[src/rtl/col_drain_arbiter_pkg.sv]
// Shared types and default sizing for the column drain arbiter.
package col_drain_arbiter_pkg;

    localparam int unsigned CDA_COLS     = 8;
    localparam int unsigned CDA_ROWS     = 8;
    localparam int unsigned CDA_OUTWIDTH = 32;

    typedef enum logic [1:0] {
        ST_IDLE  = 2'd0,
        ST_DRAIN = 2'd1,
        ST_FLUSH = 2'd2,
        ST_DONE  = 2'd3
    } cda_state_t;

endpackage

[src/rtl/col_drain_arbiter_if.sv]
// Bus bundle for the column drain arbiter: column buffer side, output
// stream side and the tile control/status strobes.
interface col_drain_arbiter_if #(
    parameter int unsigned COLS     = col_drain_arbiter_pkg::CDA_COLS,
    parameter int unsigned ROWS     = col_drain_arbiter_pkg::CDA_ROWS,
    parameter int unsigned OUTWIDTH = col_drain_arbiter_pkg::CDA_OUTWIDTH
);
    import col_drain_arbiter_pkg::*;

    localparam int unsigned CW = $clog2(COLS);
    localparam int unsigned RW = $clog2(ROWS);

    logic                               start;
    logic                               abort;
    logic [COLS-1:0][OUTWIDTH-1:0]      col_r;
    logic [COLS-1:0]                    col_v;
    logic [COLS-1:0]                    col_rread;
    logic [OUTWIDTH-1:0]                out_data;
    logic [CW-1:0]                      out_col;
    logic [RW-1:0]                      out_row;
    logic                               out_valid;
    logic                               out_ready;
    logic                               out_last;
    logic                               busy;
    logic                               done;

    modport slave (
        input  start, abort, col_r, col_v, out_ready,
        output col_rread, out_data, out_col, out_row, out_valid, out_last,
               busy, done
    );

    modport master (
        output start, abort, col_r, col_v, out_ready,
        input  col_rread, out_data, out_col, out_row, out_valid, out_last,
               busy, done
    );

endinterface

[src/rtl/col_drain_arbiter_out_reg_slice.sv]
// One-entry valid/ready output register carrying data, source column,
// row index and the tile-last marker.
module out_reg_slice #(
    parameter int unsigned WIDTH = col_drain_arbiter_pkg::CDA_OUTWIDTH,
    parameter int unsigned CW    = 3,
    parameter int unsigned RW    = 3
) (
    input  logic             clk,
    input  logic             rstn,
    input  logic             i_flush,
    input  logic             i_load,
    input  logic [WIDTH-1:0] i_data,
    input  logic [CW-1:0]    i_col,
    input  logic [RW-1:0]    i_row,
    input  logic             i_last,
    input  logic             i_ready,
    output logic             o_valid,
    output logic [WIDTH-1:0] o_data,
    output logic [CW-1:0]    o_col,
    output logic [RW-1:0]    o_row,
    output logic             o_last
);
    import col_drain_arbiter_pkg::*;

    // Load has priority over drain so accept+capture sustains one beat per cycle.
    always_ff @(posedge clk or negedge rstn) begin
        if (!rstn) begin
            o_valid <= 1'b0;
            o_data  <= '0;
            o_col   <= '0;
            o_row   <= '0;
            o_last  <= 1'b0;
        end else if (i_flush) begin
            o_valid <= 1'b0;
            o_last  <= 1'b0;
        end else if (i_load) begin
            o_valid <= 1'b1;
            o_data  <= i_data;
            o_col   <= i_col;
            o_row   <= i_row;
            o_last  <= i_last;
        end else if (o_valid && i_ready) begin
            o_valid <= 1'b0;
            o_last  <= 1'b0;
        end
    end

endmodule

[src/rtl/col_drain_arbiter.sv]
// Drains one tile of COLS x ROWS results from per-column buffers in
// column-major order into a single registered valid/ready stream.
module col_drain_arbiter #(
    parameter int unsigned COLS     = col_drain_arbiter_pkg::CDA_COLS,
    parameter int unsigned ROWS     = col_drain_arbiter_pkg::CDA_ROWS,
    parameter int unsigned OUTWIDTH = col_drain_arbiter_pkg::CDA_OUTWIDTH
) (
    input  logic                 clk,
    input  logic                 rstn,
    col_drain_arbiter_if.slave   bus
);
    import col_drain_arbiter_pkg::*;

    localparam int unsigned CW = $clog2(COLS);
    localparam int unsigned RW = $clog2(ROWS);

    cda_state_t     r_state;
    cda_state_t     w_state_nxt;
    logic [CW-1:0]  r_col_idx;
    logic [CW-1:0]  w_col_nxt;
    logic [RW-1:0]  r_row_idx;
    logic [RW-1:0]  w_row_nxt;
    logic           w_out_valid;
    logic           w_accept;
    logic           w_capture;
    logic           w_last_beat;

    assign w_last_beat = (r_col_idx == CW'(COLS - 1)) && (r_row_idx == RW'(ROWS - 1));
    assign w_accept    = w_out_valid && bus.out_ready;
    assign w_capture   = (r_state == ST_DRAIN) && !bus.abort &&
                         bus.col_v[r_col_idx] && (!w_out_valid || bus.out_ready);

    // Pop strobe: only the addressed column, only in a capture cycle.
    always_comb begin
        bus.col_rread            = '0;
        bus.col_rread[r_col_idx] = w_capture;
    end

    // State and drain-position registers.
    always_ff @(posedge clk or negedge rstn) begin
        if (!rstn) begin
            r_state   <= ST_IDLE;
            r_col_idx <= '0;
            r_row_idx <= '0;
        end else begin
            r_state   <= w_state_nxt;
            r_col_idx <= w_col_nxt;
            r_row_idx <= w_row_nxt;
        end
    end

    // Next state and drain position; abort overrides everything.
    always_comb begin
        w_state_nxt = r_state;
        w_col_nxt   = r_col_idx;
        w_row_nxt   = r_row_idx;
        if (bus.abort) begin
            w_state_nxt = ST_IDLE;
            w_col_nxt   = '0;
            w_row_nxt   = '0;
        end else begin
            case (r_state)
                ST_IDLE: begin
                    if (bus.start) begin
                        w_state_nxt = ST_DRAIN;
                        w_col_nxt   = '0;
                        w_row_nxt   = '0;
                    end
                end
                ST_DRAIN: begin
                    if (w_capture) begin
                        if (r_row_idx == RW'(ROWS - 1)) begin
                            w_row_nxt = '0;
                            w_col_nxt = r_col_idx + CW'(1);
                        end else begin
                            w_row_nxt = r_row_idx + RW'(1);
                        end
                        if (w_last_beat) begin
                            w_state_nxt = ST_FLUSH;
                        end
                    end
                end
                ST_FLUSH: begin
                    if (w_accept) begin
                        w_state_nxt = ST_DONE;
                    end
                end
                ST_DONE: begin
                    w_state_nxt = ST_IDLE;
                end
                default: begin
                    w_state_nxt = ST_IDLE;
                end
            endcase
        end
    end

    out_reg_slice #(
        .WIDTH (OUTWIDTH),
        .CW    (CW),
        .RW    (RW)
    ) u_out_reg (
        .clk     (clk),
        .rstn    (rstn),
        .i_flush (bus.abort),
        .i_load  (w_capture),
        .i_data  (bus.col_r[r_col_idx]),
        .i_col   (r_col_idx),
        .i_row   (r_row_idx),
        .i_last  (w_last_beat),
        .i_ready (bus.out_ready),
        .o_valid (w_out_valid),
        .o_data  (bus.out_data),
        .o_col   (bus.out_col),
        .o_row   (bus.out_row),
        .o_last  (bus.out_last)
    );

    assign bus.out_valid = w_out_valid;
    assign bus.busy      = (r_state != ST_IDLE);
    assign bus.done      = (r_state == ST_DONE);

endmodule

[src/flat_wrapper.sv]
// flat-port wrapper written by rule: the top's interface ports become plain ports
module col_drain_arbiter_flat import col_drain_arbiter_pkg::*;
#(
    parameter int unsigned COLS     = col_drain_arbiter_pkg::CDA_COLS,
    parameter int unsigned ROWS     = col_drain_arbiter_pkg::CDA_ROWS,
    parameter int unsigned OUTWIDTH = col_drain_arbiter_pkg::CDA_OUTWIDTH
)
  (clk, rstn, bus_start, bus_abort, bus_col_r, bus_col_v, bus_out_ready, bus_col_rread, bus_out_data, bus_out_col, bus_out_row, bus_out_valid, bus_out_last, bus_busy, bus_done);
  col_drain_arbiter_if #(.COLS(COLS), .ROWS(ROWS), .OUTWIDTH(OUTWIDTH)) bus_i ();
  input  logic clk;
  input  logic rstn;
  input wire logic [$bits(bus_i.start)-1:0] bus_start;
  input wire logic [$bits(bus_i.abort)-1:0] bus_abort;
  input wire logic [$bits(bus_i.col_r)-1:0] bus_col_r;
  input wire logic [$bits(bus_i.col_v)-1:0] bus_col_v;
  input wire logic [$bits(bus_i.out_ready)-1:0] bus_out_ready;
  output wire logic [$bits(bus_i.col_rread)-1:0] bus_col_rread;
  output wire logic [$bits(bus_i.out_data)-1:0] bus_out_data;
  output wire logic [$bits(bus_i.out_col)-1:0] bus_out_col;
  output wire logic [$bits(bus_i.out_row)-1:0] bus_out_row;
  output wire logic [$bits(bus_i.out_valid)-1:0] bus_out_valid;
  output wire logic [$bits(bus_i.out_last)-1:0] bus_out_last;
  output wire logic [$bits(bus_i.busy)-1:0] bus_busy;
  output wire logic [$bits(bus_i.done)-1:0] bus_done;
  assign bus_i.start = bus_start;
  assign bus_i.abort = bus_abort;
  assign bus_i.col_r = bus_col_r;
  assign bus_i.col_v = bus_col_v;
  assign bus_i.out_ready = bus_out_ready;
  assign bus_col_rread = bus_i.col_rread;
  assign bus_out_data = bus_i.out_data;
  assign bus_out_col = bus_i.out_col;
  assign bus_out_row = bus_i.out_row;
  assign bus_out_valid = bus_i.out_valid;
  assign bus_out_last = bus_i.out_last;
  assign bus_busy = bus_i.busy;
  assign bus_done = bus_i.done;
  col_drain_arbiter #(.COLS(COLS), .ROWS(ROWS), .OUTWIDTH(OUTWIDTH)) u_core (.clk(clk), .rstn(rstn), .bus(bus_i));
endmodule
[config.mk]
export PLATFORM = sky130hd
export DESIGN_NAME = col_drain_arbiter_flat
export DESIGN_NICKNAME = d
export VERILOG_FILES = /design/src/rtl/col_drain_arbiter_pkg.sv /design/src/rtl/col_drain_arbiter_if.sv /design/src/rtl/col_drain_arbiter_out_reg_slice.sv /design/src/rtl/col_drain_arbiter.sv /design/src/flat_wrapper.sv
export SDC_FILE = /design/constraint.sdc
export NUM_CORES = 1
export LEC_CHECK = 0
export CORE_AREA = 2 2 125 127
export DETAILED_ROUTE_END_ITERATION = 10
export DIE_AREA = 0 0 127 129
export MAX_ROUTING_LAYER = met4
export PLACE_DENSITY = 0.78
export SETUP_SLACK_MARGIN = 0.5
export SYNTH_ARGS = -nofsm -noshare
export SYNTH_HDL_FRONTEND = slang
export SYNTH_SLANG_ARGS = --single-unit
[constraint.sdc]
create_clock -name clk -period 5.6 [get_ports clk]
set_input_delay 0.56 -clock clk [delete_from_list [all_inputs] [get_ports clk]]
set_output_delay 0.56 -clock clk [all_outputs]
set_load 0.005 [all_outputs]
Word-level counts from Yosys, hierarchy flattened
Cells that the tools add are included.
Operators by class
  add/sub/neg operators: 2
  $lt $le $gt $ge: 2
  eq/ne operators: 10
  mux-type cells: 26
  bitwise operators: 2
  reductions and logical operators: 17
Operator list (number)
  binary-select mux 32 bit (select 3 bit): 1
  2-to-1 mux 32 bit: 1
  2-to-1 mux 3 bit: 7
  one-hot mux 3 bit (2 select lines): 2
  2-to-1 mux 2 bit: 5
  != test 3 bit, second input constant: 3
  bitwise AND 8 bit: 1
  one-hot mux 2 bit (4 select lines): 1
  AND reduction 4 bit: 2
  2-to-1 mux 1 bit: 7
  adder 3 x 1 -> 3 bit, second input constant: 2
  == test 3 bit, second input constant: 2
  logical AND 1 bit: 6
  != test 3 x 2 -> 1 bit, second input constant: 2
  nonzero test 3 bit: 2
  == test 2 bit, second input constant: 2
  < comparator 3 x 4 -> 1 bit, second input constant: 1
  binary-select mux 1 bit (select 3 bit): 1
  demux 1 bit (select 3 bit): 1
  greater-or-equal comparator 3 x 1 -> 1 bit, second input constant: 1
  AND reduction 3 bit: 1
  == test 2 x 1 -> 1 bit, second input constant: 1
  zero test 1 bit: 2
  zero test 2 bit: 1
  other kinds (4): 4
Storage, ports and cells
  register bits: 48
  input bits: 269
  output and inout bits: 50
  word-level logic and storage cells: 67

Logic depth before layout (Yosys ltp)
  depth after elaboration: 7
  depth in mapped cells: 9
  gate-level depth less buffers: 7

By module
Synthesis repeated with hierarchy kept, for this count alone.
Unflattened totals
  cell total of the unflattened synthesis: 420
  area total of the unflattened synthesis: 4296.6 µm²
By module, submodules not included
  col_drain_arbiter: times used 1, cells an instance 330, area each 2687.6 µm², seq. area each 200.2 µm²
  out_reg_slice: times used 1, cells an instance 90, area each 1609.0 µm², seq. area each 1001.0 µm²

Worst setup path before layout
OpenSTA, ideal clock, no wires.
  kind: input -> output
  start point: input port bus_col_v[5]
  end point: output port bus_col_rread[2]
  arrival time: 1.697 ns
  required time: 5.040 ns
  setup slack: 3.343 ns
  cell stages on the path: 7
  buffers on the path: 3
  path through: mux2_1 -> o31a_1 -> nand4_2 -> buf_6 -> buf_6 -> buf_6 -> nor3_2
On the way
  longest elaborated chain between the ends: 5
RTL lines
  from (decl): line flat_wrapper.sv:15  | input wire logic [$bits(bus_i.col_v)-1:0] bus_col_v;
  binary-select mux 1 bit (select 3 bit): line col_drain_arbiter.sv:31  | bus.col_v[r_col_idx] && (!w_out_valid || bus.out_ready);
  2-to-1 mux 1 bit (implied by the code): line col_drain_arbiter.sv:31
  logical AND 1 bit: line col_drain_arbiter.sv:30  | assign w_capture = (r_state == ST_DRAIN) && !bus.abort &&
  logical AND 1 bit: line col_drain_arbiter.sv:31
  bitwise AND 8 bit (no source line)
  to (decl): line flat_wrapper.sv:17  | output wire logic [$bits(bus_i.col_rread)-1:0] bus_col_rread;
Every way passes these cells. The select of a mux whose other input is x is not followed.

Final worst setup path
  start point: register u_core.r_col_idx[2]
  end point: output port bus_col_rread[2]
On the way
  longest elaborated chain between the ends: 5
  elaborated cells between the ends (all ways): 10
  those cells by class: 2 x order compare; 4 x mux; 1 x bitwise; 3 x reduce/logical
RTL lines
  from (decl): line col_drain_arbiter.sv:19  | logic [CW-1:0] r_col_idx;
  from (signal assigned): line col_drain_arbiter.sv:47  | r_col_idx <= w_col_nxt;
  < comparator 3 x 4 -> 1 bit (implied by the code) (tied with other cells): line col_drain_arbiter.sv:36  | bus.col_rread[r_col_idx] = w_capture;
  logical AND 1 bit (implied by the code) / 2-to-1 mux 1 bit (equally long branches): line col_drain_arbiter.sv:36, col_drain_arbiter.sv:31
  2-to-1 mux 1 bit (implied by the code) / logical AND 1 bit (equally long branches): line col_drain_arbiter.sv:36, col_drain_arbiter.sv:30
  demux 1 bit (select 3 bit) / logical AND 1 bit (equally long branches)
  bitwise AND 8 bit (no source line) *
Every way passes the cells marked *; elsewhere a longest branch is shown, timed or not. The select of a mux whose other input is x is not followed.

==> results.md <==
* Outcome: finished clean
* Reg power frac at 33.1%
* Critical path's slowest cell: dfrtp_4
* Root buffer cell: clkbuf_16
* FP Rows at 45
* Die Wd at 127 um
* Total number of vias at 4,894
* TritonCTS clock tree: built
* Fin crit share at 66.5%
* Syn_nets at 761
* GRT Overall Usage at 21.5%
* IO Pins at 319
* Slowest stage delay, CP at 0.68 ns
* WP data arrival at 3.16 ns
* Port buffer count at 318
* Slew headroom at 21.5%
* Worst-case clock buffer depth at 2
* Avg Synthesized Cell Area at 8.87 sq um
* Largest net degree at the start of global routing at 71
* Initial antenna violation count at 1
* RR Startpoint: u_core.r_col_idx[0]
* RSZ-0062 raised after global routing: no
* Leakage power at 2.82 nW
* Post-layout min period at 3.72 ns
* Clock slew at reported path FFs at 0.07 ns
* Crit path required time at 5.04 ns
* # setup viols final at 0
* Post-Route WL at 17,700 um
* Clock share of power at 18.6%
* Cell-internal power at 1.16 mW
* Final setup margin at 1.88 ns
* Area grow syn2layout at 78.8%
* Final Core Density at 51.3%
* Die footprint at 16,400 sq um
* Worst R2R Setup Slack at 2.63 ns
* Sw Pwr at 497 uW
* Critical path launch point type: flip-flop
* Vias in the first global route at 4,997
* Final Hold Fails at 0
* Post-route DRC violation count at 0
* Library cells used by synthesis at 42
* Post-Syn Instances at 484
* Most frequent cells in the layout: 317 x clkdlybuf4s50_1, 58 x mux2_2, 45 x dfrtp_1, 44 x nand2_1
* H-tree levels at 2
* Worst vdd ir at 149 uV
* Starting density of the core at 28.7%
* Postcts setup bufs at 0
* Worst setup path category: flip-flop to primary output
* Comb pwr share at 48.3%
* Die Ht at 129 um
* Yosys reg bits at 48
* Antenna Nets Post-Route at 0
* Core Region at 15,000 sq um
* Routability cong. at 0.825
* Pre-CTS setup slack at 2.15 ns
* Vias per inst at 5.09
* TNS Setup at 0 ns
* Detail Placement HPWL at 13,800 um
* Total gr overflow at 0
* FMAX at 269 MHz
* Sw Share at 30.0%
* Synth Warn # at 0
* P per Cell Area at 216 nW/um^2
* Max cap viols at 0
* Synth Cell Area at 4290 sq um
* Nets at 1,048
* Crit-path max FO at 38
* First-pass DRT Iterations at 5
* Worst hold-check path type: input port to asynchronous set/reset pin
* Share of cells above drive strength 1 at 11.4%
* First-pass GRT wire length at 27,000 um
* Commonest non-fill, non-tap cell in the layout: clkdlybuf4s50_1
* CP endpoint kind: primary output
* CTS sink count at 48
* Worst Max-Slew Pin Slew at 1.17 ns
* Fin Clk Skew at 0.00657 ns
* Crit path from: u_core.r_col_idx[2]
* Gates resized, CTS repair at 0
* Hold buffers post-CTS at 0
* Post-synthesis sequential area ratio at 28.0%
* Worst skew pair latency at 0.29 ns
* DR iter-0 viols at 224
* CTS Buf Count at 5
* Slew Limit Fails at 0
* DR WL/cell at 18.5 um
* Worst-path cell chain: and2_1 -> a22oi_2 -> nand4_4 -> nor3_2 -> clkdlybuf4s50_1
per-stage QoR:
step	power, mW	std cells	area (sq um)	hold WS [ns]
CTS	1.68	960	7670	0.408
global placement	1.35	952	7530	0.460
global route	1.76	961	7680	0.436
finish	1.65	961	7680	0.366
detailed placement	1.36	952	7530	0.476
floorplan	0.825	484	4290	0.264
synthesized netlist by cell type (all sizes together):
library cell / number / area (sq um)
clkbuf: 9 / 33.8
a21oi: 34 / 170
a221oi: 2 / 17.5
o221ai: 1 / 8.76
mux2: 63 / 724
nor3b: 1 / 7.51
nor3: 4 / 30.0
and2b: 1 / 7.51
a211o: 1 / 8.76
nor2: 26 / 97.6
nand2b: 10 / 62.6
nor2b: 4 / 25.0
dfrtp: 48 / 1200
o21ai: 41 / 205
buf: 35 / 213
o22ai: 30 / 188
and2: 2 / 12.5
ha: 8 / 100
a2111o: 1 / 11.3
nand2: 44 / 165
nand3: 4 / 25.0
o31a: 9 / 78.8
a2111oi: 1 / 8.76
nor4b: 1 / 8.76
nor4: 1 / 12.5
a32o: 5 / 50.1
inv: 7 / 26.3
and3: 3 / 18.8
a22oi: 43 / 328
a31o: 1 / 8.76
nand4: 2 / 18.8
mux2i: 42 / 420
logic make-up after synthesis:
group	count (synthesis)	synth area share [%]
simple gates	103	11.5
flops	48	28.0
buf+inv	51	6.35
compound gates	169	25.2
mux	105	26.7
fa+ha+maj	8	2.33
final timing paths:
kind | end | depth (start not counted)
max | bus_col_rread[2] | 5
min | u_core.u_out_reg.o_data[30] | 2
max reg2reg | u_core.u_out_reg.o_data[11] | 5
min reg2reg | u_core.u_out_reg.o_data[1] | 2
max in group asynchronous | u_core.r_col_idx[2] | 2
min in group clk | u_core.u_out_reg.o_data[1] | 2
power by group through the flow:
| stage | registers (mW) | logic [mW] | clock network, mW |
|---|---|---|---|
| floorplan | 0.557 | 0.268 | 0 |
| global placement | 0.549 | 0.796 | 0 |
| detailed placement | 0.553 | 0.807 | 0 |
| CTS | 0.549 | 0.812 | 0.318 |
| global route | 0.563 | 0.869 | 0.332 |
| finish | 0.548 | 0.800 | 0.307 |
registers in the layout, indices dropped and copies added, names as in the netlist:
| signal | flops |
|---|---|
| u_core.r_col_idx | 3 |
| u_core.r_row_idx | 3 |
| u_core.r_state | 2 |
| u_core.u_out_reg.o_col | 3 |
| u_core.u_out_reg.o_data | 32 |
| u_core.u_out_reg.o_last | 1 |
| u_core.u_out_reg.o_row | 3 |
| u_core.u_out_reg.o_valid | 1 |
area by class of cell:
class / instances / area (sq um)
inverter: 7 / 26.3
multi-input combinational: 385 / 2830
clock buffer: 5 / 125
clock inverter: 3 / 23.8
antenna: 1 / 2.50
timing repair buffer: 324 / 3220
tap: 188 / 235
fill: 1467 / 7300
sequential: 48 / 1210
worst max-delay path: cells and delay by family, from the launching register on:
| kind | cells | cell delay, ns |
|---|---|---|
| and+or+nand+nor | 3 | 1.28 |
| DFF | 1 | 0.68 |
| buffers and inverters | 1 | 0.54 |
| AOI/OAI and AO/OA | 1 | 0.37 |
metal layers:
metal	share of wire, %	global-route usage, %	vias to the layer above
met1	41	25.4	2272
met2	50	37.8	209
met3	6.9	4.20	24
li1	-	-	2389
met4	2.2	5.56	0
met5	0	-	-
(Power assumes the default switching activity.)
